[config.mk]
export PLATFORM = sky130hd
export DESIGN_NAME = vx_tlb_dm
export DESIGN_NICKNAME = d
export VERILOG_FILES = /design/src/rtl/vx_tlb_dm.sv
export SDC_FILE = /design/constraint.sdc
export NUM_CORES = 1
export LEC_CHECK = 0
export CAP_MARGIN = 0
export CORE_MARGIN = 4
export CORE_UTILIZATION = 53
export DETAILED_ROUTE_END_ITERATION = 6
export PLACE_DENSITY = 0.76
export SLEW_MARGIN = 15
export SYNTH_ARGS = -nofsm -noshare
export SYNTH_HDL_FRONTEND = slang
export SYNTH_SLANG_ARGS = --single-unit
[constraint.sdc]
create_clock -name clk -period 7 [get_ports clk]
set_clock_uncertainty 0.15 [all_clocks]
set_input_delay 1.4 -clock clk [delete_from_list [all_inputs] [get_ports clk]]
set_output_delay 1.4 -clock clk [all_outputs]
set_load 0.005 [all_outputs]
[src/rtl/vx_tlb_dm.sv]
// -----------------------------------------------------------------------------
// vx_tlb_dm -- direct-mapped TLB for an Sv32-style MMU.
//
// Maps a 20-bit virtual page number to a 22-bit physical page number plus an
// 8-bit access tag. The page-table walker fills entries through the write
// port. The core issues resolve requests, and each result appears one cycle
// later.
//
// Ports:
//   clk                in   clock, rising edge
//   rst_n              in   asynchronous reset, active-HIGH despite the name
//   enable             in   1 = translate, 0 = bare/bypass mode
//   resolve            in   lookup request
//   virtual_address    in   [19:0] VPN to look up
//   write              in   fill request
//   virtual_address_w  in   [19:0] VPN of the entry being filled
//   phys_w             in   [21:0] PPN to store
//   accesstag_w        in   [7:0]  access tag to store
//   invalidate         in   flush all valid bits (wins over a same-edge write)
//   done               out  result valid, one cycle per sampled resolve
//   miss               out  lookup missed, qualified by done
//   phys_r             out  [21:0] PPN result, holds when no hit or bypass
//   accesstag_r        out  [7:0]  access tag result, holds likewise
//   hit_count          out  [31:0] only with VX_TLB_PERF_COUNTERS_EN
//   miss_count         out  [31:0] only with VX_TLB_PERF_COUNTERS_EN
//
// Optional feature macro: VX_TLB_PERF_COUNTERS_EN (hit/miss counters).
// -----------------------------------------------------------------------------
module vx_tlb_dm #(
    parameter int ENTRIES_W = 4
) (
    input  logic        clk,
    input  logic        rst_n,
    input  logic        enable,
    input  logic        resolve,
    input  logic [19:0] virtual_address,
    input  logic        write,
    input  logic [19:0] virtual_address_w,
    input  logic [21:0] phys_w,
    input  logic [7:0]  accesstag_w,
    input  logic        invalidate,
    output logic        done,
    output logic        miss,
    output logic [21:0] phys_r,
    output logic [7:0]  accesstag_r
`ifdef VX_TLB_PERF_COUNTERS_EN
    ,
    output logic [31:0] hit_count,
    output logic [31:0] miss_count
`endif
);

    localparam int ENTRIES = 1 << ENTRIES_W;
    localparam int TAG_W   = 20 - ENTRIES_W;

    // Entry storage.
    logic [ENTRIES-1:0] valid_q;
    logic [TAG_W-1:0]   tag_q  [ENTRIES];
    logic [21:0]        phys_q [ENTRIES];
    logic [7:0]         atag_q [ENTRIES];

    // Request decode.
    logic [ENTRIES_W-1:0] rd_idx;
    logic [TAG_W-1:0]     rd_tag;
    logic [ENTRIES_W-1:0] wr_idx;
    logic                 hit;

    assign rd_idx = virtual_address[ENTRIES_W-1:0];
    assign rd_tag = virtual_address[19:ENTRIES_W];
    assign wr_idx = virtual_address_w[ENTRIES_W-1:0];

    // The lookup reads registered array state. A same-edge write or invalidate
    // therefore lands after this lookup has sampled the entry.
    assign hit = valid_q[rd_idx] && (tag_q[rd_idx] == rd_tag);

    // Result registers.
    logic        done_q, done_d;
    logic        miss_q, miss_d;
    logic [21:0] phys_r_q, phys_r_d;
    logic [7:0]  atag_r_q, atag_r_d;

    // Valid bits. Invalidate takes priority and drops a concurrent write.
    // NOTE: sequential state uses non-blocking (<=) so every flop samples
    // pre-edge values, which gives the "lookup sees old contents" ordering.
    always_ff @(posedge clk or posedge rst_n) begin
        if (rst_n) begin
            valid_q <= '0;
        end else if (invalidate) begin
            valid_q <= '0;
        end else if (write) begin
            valid_q[wr_idx] <= 1'b1;
        end
    end

    // Tag and data arrays. The valid bits alone define occupancy, so these
    // arrays hold no meaningful state after reset.
    // NOTE: arrays are deliberately left out of reset so they map onto plain
    // RAM or flops without reset muxes.
    always_ff @(posedge clk) begin
        if (write && !invalidate) begin
            tag_q[wr_idx]  <= virtual_address_w[19:ENTRIES_W];
            phys_q[wr_idx] <= phys_w;
            atag_q[wr_idx] <= accesstag_w;
        end
    end

    // Next-state of the result registers.
    // NOTE: every always_comb output gets a default first, so no path can
    // leave a signal unassigned and infer a latch.
    always_comb begin
        done_d   = 1'b0;
        miss_d   = 1'b0;
        phys_r_d = phys_r_q;
        atag_r_d = atag_r_q;
        if (resolve) begin
            done_d = 1'b1;
            if (!enable) begin
                // Bare mode: identity mapping, full access, array not consulted.
                phys_r_d = {2'b00, virtual_address};
                atag_r_d = 8'hFF;
            end else if (hit) begin
                phys_r_d = phys_q[rd_idx];
                atag_r_d = atag_q[rd_idx];
            end else begin
                miss_d = 1'b1;
            end
        end
    end

    always_ff @(posedge clk or posedge rst_n) begin
        if (rst_n) begin
            done_q   <= 1'b0;
            miss_q   <= 1'b0;
            phys_r_q <= '0;
            atag_r_q <= '0;
        end else begin
            done_q   <= done_d;
            miss_q   <= miss_d;
            phys_r_q <= phys_r_d;
            atag_r_q <= atag_r_d;
        end
    end

    assign done        = done_q;
    assign miss        = miss_q;
    assign phys_r      = phys_r_q;
    assign accesstag_r = atag_r_q;

`ifdef VX_TLB_PERF_COUNTERS_EN
    // The counters update on the same edge that raises done, so they already
    // include the result being presented. Bypass lookups count as neither.
    logic [31:0] hit_cnt_q;
    logic [31:0] miss_cnt_q;

    always_ff @(posedge clk or posedge rst_n) begin
        if (rst_n) begin
            hit_cnt_q  <= '0;
            miss_cnt_q <= '0;
        end else if (resolve && enable) begin
            if (hit) begin
                hit_cnt_q <= hit_cnt_q + 32'd1;
            end else begin
                miss_cnt_q <= miss_cnt_q + 32'd1;
            end
        end
    end

    assign hit_count  = hit_cnt_q;
    assign miss_count = miss_cnt_q;
`endif

endmodule

==> impl_metrics.json, run 1 <==
{
  "power_mw": 9.870,
  "postCtsHoldBufs": 0,
  "fin_worst_hold_slack_ns": 0.3298,
  "area_growth_pct": 14.41,
  "setup_slack_ns": 1.723,
  "drive_gt1_share_pct": 22.13,
  "setup_viol": 0,
  "design_area_sq_mm": 0.03530,
  "via_per_inst": 6.332,
  "dp_slack_ns": 1.184,
  "power_density_mw_per_mm2": 279.6,
  "drtAntennaViolNets": 0,
  "cts_tree": "done",
  "layout_min_cycle_time_ns": 5.277,
  "required_ns": 7.35,
  "max_stage_delay_ns": 0.82,
  "wl_per_cell_microns": 28.51,
  "ys_types": 47,
  "postCtsSetupBuffers": 0,
  "remaining_drc_errors": 0,
  "io_buffer_count": 107,
  "die_area_sq_mm": 0.06213,
  "grt.total_usage_pct": 22.55,
  "maxSlewViolCount": 0,
  "hold_violations": 0,
  "maxCapViolations": 0,
  "syn_area_sq_mm": 0.03085,
  "rsz0062_at_grt": "no",
  "drt-total-wl_mm": 69.79,
  "synth_edf_count": 736,
  "outcome": "complete, no violations",
  "finalSetupTns_ns": 0,
  "hp-class": "register to register",
  "min_path_cells": 1,
  "avgSynthCellArea_sq_um": 20.73,
  "clkLatencyLatePin_ns": 0.61,
  "io-pin-count": 108,
  "die_w_microns": 249.3,
  "fp.dieH_microns": 249.3,
  "routabilityCongestion": 0.7592,
  "gr-total-overflow": 0,
  "cp-start-kind": "primary input",
  "yosysTopAreaCell": "edfxtp_1",
  "holdPathEnd": "valid_q[14]",
  "slowest_stage": "nand4_2",
  "dpl-instance-area_sq_mm": 0.03286,
  "relSlewSlack_pct": 24.82,
  "regToRegEndpoint": "accesstag_r[2]",
  "postCtsResizedCells": 0,
  "grt_start_max_net_pins": 104,
  "ir_drop_mv": 0.1671,
  "ys.flop_type": "edfxtp_1",
  "initial_core_util_pct": 53.47,
  "cp-end-kind": "register",
  "cp.arrival_ns": 5.62,
  "critPathMostFrequentCell": "buf_4",
  "synth.area.top_cells": "edfxtp_1, mux4_2, dfrtp_1",
  "ys_ff_latch": 784,
  "reg2reg_depth": 7,
  "synthArstFlopShare_pct": 6.122,
  "fillers": 3911,
  "syn-num-nets": 1564,
  "ys.warnings.count": 0,
  "clockBufferDepth": 3,
  "fmax_mhz": 189.5,
  "nNetsFinal": 1698,
  "fp.coreArea_sq_mm": 0.05770,
  "grt_pass1_wl_mm": 104.5,
  "critPathKind": "primary input to register",
  "numCtsBuffers": 74,
  "h-tree-depth": 3,
  "drtIter0Drc": 1945,
  "vias": 15500,
  "worst_r2r_startpoint": "tag_q[9][0]",
  "antenna_found_initial": 4,
  "rrSetupSlack_ns": 2.94,
  "netlist_instances": 1488,
  "drt_first_pass_iters": 5,
  "path_cells": "buf_6 > buf_4 > mux4_2 > mux2i_1 > xor2_1 > nand4_1 > o21ai_0 > nand4_2 > buf_4 > a311oi_1",
  "crit_fanout": 86,
  "tightest_slew_ns": 1.128,
  "clock-root-buffer": "clkbuf_16",
  "grt_pass1_vias": 15900,
  "yosys.area.top_type_share_pct": 71.64,
  "core.rowCount": 88,
  "hpwl_mm": 38.43,
  "cellLeakagePower_nw": 11.62,
  "fin_crit_sh_pct": 75.38,
  "min_from": "valid_q[14]",
  "clk_pin_slew_ns": 0.06,
  "cts.sinks": 784,
  "seq_area_frac_synth_pct": 75.54
}
==> synth_stat cells (all sizes together), types with 3 or more instances <==
cell,instances
dfrtp,48
nor3b,3
o21ai,6
a211o,3
edfxtp,736
buf,50
mux2,32
nor2,29
nand4,7
clkbuf,33
mux4,182
o221a,3
nand3,21
mux2i,77
xnor2,9
or3,5
a21o,20
a21oi,4
clkinv,3
a2111oi,4
nand3b,19
xor2,21
inv,7
a311o,4
nand2b,4
nand2,87
a311oi,5
and2,3
and3,5
nor2b,5
nor3,9
o211ai,4
a22oi,5
o22ai,26
==> flip-flops by register name, indices dropped and copies added (netlist names) <==
name and count:
phys_r 22, phys_q 352, valid_q 16, atag_q 128, miss 1, tag_q 256, accesstag_r 8, done 1
==> area by class of cell <==
cell class	instances	area [sq um]	area share (%)
multi-input cells	611	7228	20.48
well taps	765	957.2	2.712
clock inverters	34	344.1	0.9748
diodes	2	5.005	0.01418
flip-flops and latches	784	23300	66.02
inverters	10	38.79	0.1099
clock buffers	101	2090	5.920
repair buffers	141	1331	3.772
==> worst max path at each step <==
stage	start	endpoint	slack [ns]	depth (start not counted)
finish	virtual_address[2]	accesstag_r[2]	1.72	10
global route	virtual_address[2]	accesstag_r[2]	1.53	10
CTS	virtual_address[1]	accesstag_r[2]	1.83	8
detailed placement	virtual_address[2]	accesstag_r[2]	1.18	10
global placement	virtual_address[1]	accesstag_r[5]	1.28	10
floorplan	invalidate	atag_q[0][0]	1.18	4
==> metrics by stage <==
step	std cells	utilization, %
after floorplan	1488	-
after global placement	2311	56.95
after detailed placement	2311	56.95
after CTS	2446	61.17
after global routing	2447	61.17
final	2448	61.18
==> power breakdown <==
group	switching (mW)	internal (mW)
sequential	0.0564	5.21
combinational	0.323	0.280
clock	1.65	2.35
==> logic make-up after synthesis <==
logic type	after synthesis	share of synthesized area, %
flops	784	75.54
mux	291	16.95
simple gates	200	3.111
xor+xnor	30	0.8517
compound gates	90	2.158
buf+inv	93	1.391
==> routing by layer <==
layer / vias to the layer above / part of all wire (%) / GRT usage, %
met4: 4 / 2.3 / 6.200
met1: 8200 / 41 / 33.26
li1: 6393 / - / -
met2: 782 / 48 / 35.14
met3: 122 / 8.4 / 4.552
met5: - / 0.049 / 0
==> critical path: cells and delay by family <==
family / cells / cell delay [ns]
multiplexers: 2 / 0.54
buffers and inverters: 3 / 1.80
AND/OR/NAND/NOR: 2 / 0.95
XOR/XNOR: 1 / 0.27
AO/OA/AOI/OAI: 2 / 0.47
==> placed cells by master, fill, tap and decap left out, types with 6 or more instances in the layout <==
cell type and n:
clkdlybuf4s50_1 101, xor2_1 21, nand3b_1 19, mux2i_1 77, clkbuf_1 19, mux4_2 182, edfxtp_1 736, clkinv_1 14
nand3_1 21, o22ai_1 26, dfrtp_1 48, a21o_1 20, nand4_1 6, mux2_1 9, nand2_1 87, inv_1 6
nor2_4 12, buf_4 33, mux2_2 23, bufinv_16 7, nor2_1 17, o21ai_0 6, clkbuf_16 79, clkinv_2 13
xnor2_1 9
Note: power is estimated with default switching activity, not from simulation.
==> run 2, diff against run 1 <==
PLACE_DENSITY = 0.78   (was 0.76)
clock period = 4.31 ns   (was 7 ns; I/O delays follow)
==> run 2 against run 1 <==
Against the previous run: flip-flop and latch count did not move; wire length rose by 2.4%; worst hold slack got worse by 0.0020 ns; total power rose by 58%; non-clock buffer count rose by 31; critical endpoint is now phys_r[2]; largest power group unchanged; combinational power rose by 67%; clock-buffer cell count rose by 1; sequential power rose by 62%; setup slack got worse by 0.98 ns; cell count rose by 1.0%; clock power rose by 52%.
==> impl_metrics.json, run 2 (synthesized netlist as in run 1, its figures left out) <==
{
  "via_per_inst": 6.341,
  "cp.arrival_ns": 3.92,
  "clkLatencyLatePin_ns": 0.61,
  "largestRegisters": "phys_q: 352 flops, tag_q: 256 flops, atag_q: 128 flops",
  "grt_pass1_vias": 16170,
  "antenna-diode-count": 0,
  "regToRegEndpoint": "phys_r[2]",
  "clock-root-buffer": "clkbuf_16",
  "worst-path-stages": 11,
  "critPathKind": "primary input to register",
  "clockBufferDepth": 3,
  "wl_per_cell_microns": 28.88,
  "crit_fanout": 39,
  "drt_first_pass_iters": 6,
  "hpwl_mm": 38.97,
  "setup_slack_ns": 0.7395,
  "antenna_found_initial": 2,
  "area_growth_pct": 15.65,
  "routabilityCongestion": 0.7657,
  "power_density_mw_per_mm2": 437.8,
  "io-pin-count": 108,
  "maxCapViolations": 0,
  "grt_pass1_wl_mm": 106.3,
  "drtAntennaViolNets": 0,
  "fin_crit_sh_pct": 82.84,
  "cp-endpoint": "phys_r[2]",
  "final_common_cell": "edfxtp_1",
  "slowest_stage": "a2111oi_0",
  "grt_start_max_net_pins": 99,
  "max_stage_delay_ns": 0.52,
  "drt-total-wl_mm": 71.43,
  "hold_violations": 0,
  "dp.cells": 2342,
  "rsz0062_at_grt": "no",
  "largest_register_ffs": 352,
  "cts_tree": "done",
  "core.rowCount": 88,
  "hp-class": "register to register",
  "clk_pin_slew_ns": 0.06,
  "required_ns": 4.66,
  "cts.sinks": 784,
  "fillers": 3826,
  "cp-end-kind": "register",
  "nNetsFinal": 1729,
  "h-tree-depth": 3,
  "cellLeakagePower_nw": 11.76,
  "multi_input_area_sq_mm": 0.007253,
  "postCtsResizedCells": 0,
  "tightest_slew_ns": 0.9479,
  "ir_drop_mv": 0.2750,
  "worst_r2r_startpoint": "tag_q[9][12]",
  "stdcell_count": 2473,
  "remaining_drc_errors": 0,
  "reg2reg_depth": 9,
  "rrSetupSlack_ns": 1.12,
  "die_area_sq_mm": 0.06213,
  "drive_gt1_share_pct": 23.30,
  "initial_core_util_pct": 53.47,
  "relSlewSlack_pct": 36.60,
  "critPathBufInv": 3,
  "finalSetupTns_ns": 0,
  "vias": 15680,
  "cp-start-kind": "primary input",
  "io_buffer_count": 107,
  "outcome": "complete, no violations",
  "seqCellArea_sq_mm": 0.02330,
  "drtIter0Drc": 1919,
  "numCtsBuffers": 74,
  "setup_viol": 0,
  "path_cells": "buf_6 > buf_4 > nor2b_1 > a2111oi_0 > nor4_1 > mux2_2 > a2111oi_2 > nand4_2 > buf_12 > mux2i_1 > a211o_1",
  "startpoint": "virtual_address[1]",
  "regMostFlops": "phys_q",
  "final_cell_mix": "edfxtp_1, mux4_2, clkdlybuf4s50_1, nand2_1, mux2i_1",
  "layout_min_cycle_time_ns": 3.570,
  "gr-total-overflow": 0,
  "die_w_microns": 249.3,
  "maxSlewViolCount": 0,
  "fp.coreArea_sq_mm": 0.05770,
  "dp_slack_ns": 0.1036,
  "power_mw": 15.62,
  "min_from": "valid_q[6]",
  "postCtsHoldBufs": 0,
  "grt.total_usage_pct": 22.94,
  "fp.dieH_microns": 249.3,
  "cpLargestDelayFamily": "compound AO/OA/AOI/OAI gates",
  "postCtsSetupBuffers": 0,
  "fin_util_pct": 61.84,
  "fmax_mhz": 280.1
}
==> run 2: changes by cell type in the layout (fill, tap and decap cells not counted), sizes merged <==
cell / delta
buf: +31
bufinv: -6
clkbuf: +1
clkinv: -4
clkinvlp: +1
diode: -2
inv: +4
==> run 2: power breakdown <==
group / switching, mW / internal [mW]
Combinational: 0.538 / 0.473
Clock: 2.67 / 3.40
Sequential: 0.0793 / 8.46
==> run 2: worst min path at each step <==
stage,to,cells after the start
finish,valid_q[6],1
global route,valid_q[12],1
CTS,valid_q[6],1
detailed placement,valid_q[6],1
global placement,valid_q[1],1
floorplan,valid_q[2],1
==> run 2: routing by layer <==
layer  vias to the layer above  GRT usage [%]  wire length (microns)
met1                      8259          32.96                  28100
met5                         -              0                     18
met2                       838          36.67                  35200
met4                         4          6.535                   1522
li1                       6458              -                      -
met3                       122          4.458                   6584
==> run 2: final cells by class <==
class                   instances  share of cell area [%]
clock inverters                29                  0.5646
inverters                      10                  0.1052
clock buffers                 102                   5.741
multi-input cells             611                   20.33
flip-flops and latches        784                   65.32
repair buffers                172                   5.261
well taps                     765                   2.683
==> run 2: metrics by stage <==
step | cell area (sq um) | hold WS [ns]
after floorplan | 30870 | 0.2944
after global placement | 33430 | 0.3041
after detailed placement | 33430 | 0.3144
after CTS | 35680 | 0.3275
after global routing | 35680 | 0.3449
final | 35680 | 0.3277
==> run 3, diff against run 2 <==
PLACE_DENSITY = 0.76   (was 0.78)
clock period = 3.35 ns   (was 4.31 ns; I/O delays follow)
==> run 3 against run 2 <==
Against the previous run: critical path depth unchanged; worst hold slack got worse by 0.027 ns; cell area is 1.9% higher; largest cell class unchanged; highest routed layer unchanged.
==> impl_metrics.json, run 3 (synthesized netlist as in run 1, its figures left out) <==
{
  "regMostFlops": "phys_q",
  "largest_register_ffs": 352,
  "initial_core_util_pct": 53.47,
  "hpwl_mm": 39.85,
  "tightest_slew_ns": 0.7233,
  "postCtsSetupBuffers": 0,
  "cp-end-kind": "register",
  "outcome": "complete, no violations",
  "drt_first_pass_iters": 6,
  "power_density_mw_per_mm2": 570.5,
  "drt-total-wl_mm": 70.34,
  "cts.sinks": 784,
  "dp_slack_ns": -0.4468,
  "grt_start_max_net_pins": 54,
  "reg2reg_depth": 9,
  "die_area_sq_mm": 0.06213,
  "dpl-instance-area_sq_mm": 0.03389,
  "drtIter0Drc": 1824,
  "h-tree-depth": 3,
  "worst_r2r_startpoint": "tag_q[7][8]",
  "drive_gt1_share_pct": 25.78,
  "ir_drop_mv": 0.3683,
  "final_cell_mix": "edfxtp_1, mux4_2, clkdlybuf4s50_1, nand2_1, buf_4",
  "antenna-diode-count": 0,
  "numCtsBuffers": 78,
  "design_area_sq_mm": 0.03635,
  "io_buffer_count": 107,
  "min_path_cells": 2,
  "clk_pin_slew_ns": 0.06,
  "layout_min_cycle_time_ns": 3.165,
  "required_ns": 3.70,
  "startpoint": "virtual_address[1]",
  "fp.dieH_microns": 249.3,
  "cp.arrival_ns": 3.51,
  "fp.coreArea_sq_mm": 0.05770,
  "setup_viol": 0,
  "gr-total-overflow": 0,
  "setup_slack_ns": 0.1845,
  "grt.total_usage_pct": 22.78,
  "grt_pass1_vias": 16270,
  "clkLatencyLatePin_ns": 0.61,
  "core.rowCount": 88,
  "final_common_cell": "edfxtp_1",
  "cp-endpoint": "accesstag_r[1]",
  "hold_violations": 0,
  "postCtsResizedCells": 0,
  "cts_tree": "done",
  "remaining_drc_errors": 0,
  "rrSetupSlack_ns": 0.25,
  "die_w_microns": 249.3,
  "grt_pass1_wl_mm": 105.5,
  "relSlewSlack_pct": 51.78,
  "critPathKind": "primary input to register",
  "vias": 15760,
  "via_per_inst": 6.211,
  "fin_crit_sh_pct": 94.49,
  "cellLeakagePower_nw": 12.16,
  "clockBufferDepth": 3,
  "io-pin-count": 108,
  "rsz0062_at_grt": "no",
  "antenna_found_initial": 5,
  "drtAntennaViolNets": 0,
  "fmax_mhz": 315.9,
  "cp-start-kind": "primary input",
  "area_growth_pct": 17.84,
  "maxCapViolations": 0,
  "hp-class": "primary input to register",
  "largestRegisters": "phys_q: 352 flops, tag_q: 256 flops, atag_q: 128 flops",
  "maxSlewViolCount": 0,
  "crit_fanout": 25,
  "nNetsFinal": 1786,
  "wl_per_cell_microns": 27.71,
  "postCtsHoldBufs": 0,
  "regToRegEndpoint": "accesstag_r[1]",
  "routabilityCongestion": 0.8014,
  "clock-root-buffer": "clkbuf_16"
}
==> run 3: cell count changes in the layout (fill, tap and decap cells not counted) <==
cell | before | now
buf_4 | 39 | 87
clkbuf_1 | 20 | 26
clkbuf_16 | 75 | 81
buf_12 | 26 | 31
bufinv_16 | 1 | 5
clkinv_2 | 8 | 12
clkbuf_8 | 7 | 4
clkinvlp_4 | 3 | 0
clkinv_8 | 2 | 0
==> run 3: per-stage QoR <==
| step | TNS [ns] | total power [mW] | hold WS [ns] | std cells | utilization (%) |
|---|---|---|---|---|---|
| global route | 0 | 21.44 | 0.3030 | 2538 | 63.01 |
| global placement | -9.012 | 12.50 | 0.3043 | 2395 | 58.74 |
| detailed placement | -11.28 | 12.54 | 0.3166 | 2395 | 58.74 |
| finish | 0 | 20.74 | 0.3012 | 2538 | 63.01 |
| CTS | 0 | 20.88 | 0.2646 | 2538 | 63.01 |
| floorplan | -209.60 | 11.86 | 0.2944 | 1488 | - |
==> run 3: cell type report <==
| type | instances | area [sq um] |
|---|---|---|
| timing repair buffer | 225 | 2337 |
| multi-input combinational | 611 | 7253 |
| clock buffer | 111 | 2180 |
| sequential | 784 | 23300 |
| clock inverter | 32 | 286.5 |
| fill | 3821 | 21340 |
| tap | 765 | 957.2 |
| inverter | 10 | 37.54 |
==> run 3: routing by layer <==
layer  up-vias  track usage (%)  wire length [microns]
met2       752            36.57                  34650
met4         8            6.168                   1482
met1      8300            32.05                  27460
met5         -                0                     55
met3       112            5.387                   6680
li1       6591                -                      -
==> run 3: critical path, stage by stage <==
cell	delay, ns
buf_6	0.20
buf_4	0.27
mux4_2	0.53
mux2i_1	0.19
xor2_1	0.19
nand3_1	0.15
a222oi_1	0.40
nand4_2	0.20
buf_12	0.22
buf_12	0.17
a311oi_1	0.29
==> run 3: where the power goes <==
part           switching (mW)  internal (mW)  total (mW)  leakage (nW)
logic                   0.688          0.654        1.34          3.73
registers               0.107           10.9        11.0          7.22
clock network            3.48           4.92        8.40          1.21
==> run 3: how the worst min path moves through the flow <==
stage,startpoint,endpoint,slack [ns]
after global placement,valid_q[6],valid_q[6],0.30
after detailed placement,valid_q[0],valid_q[0],0.32
final,resolve,phys_r[21],0.30
after CTS,resolve,phys_r[21],0.26
after global routing,resolve,phys_r[21],0.30
after floorplan,valid_q[2],valid_q[2],0.29
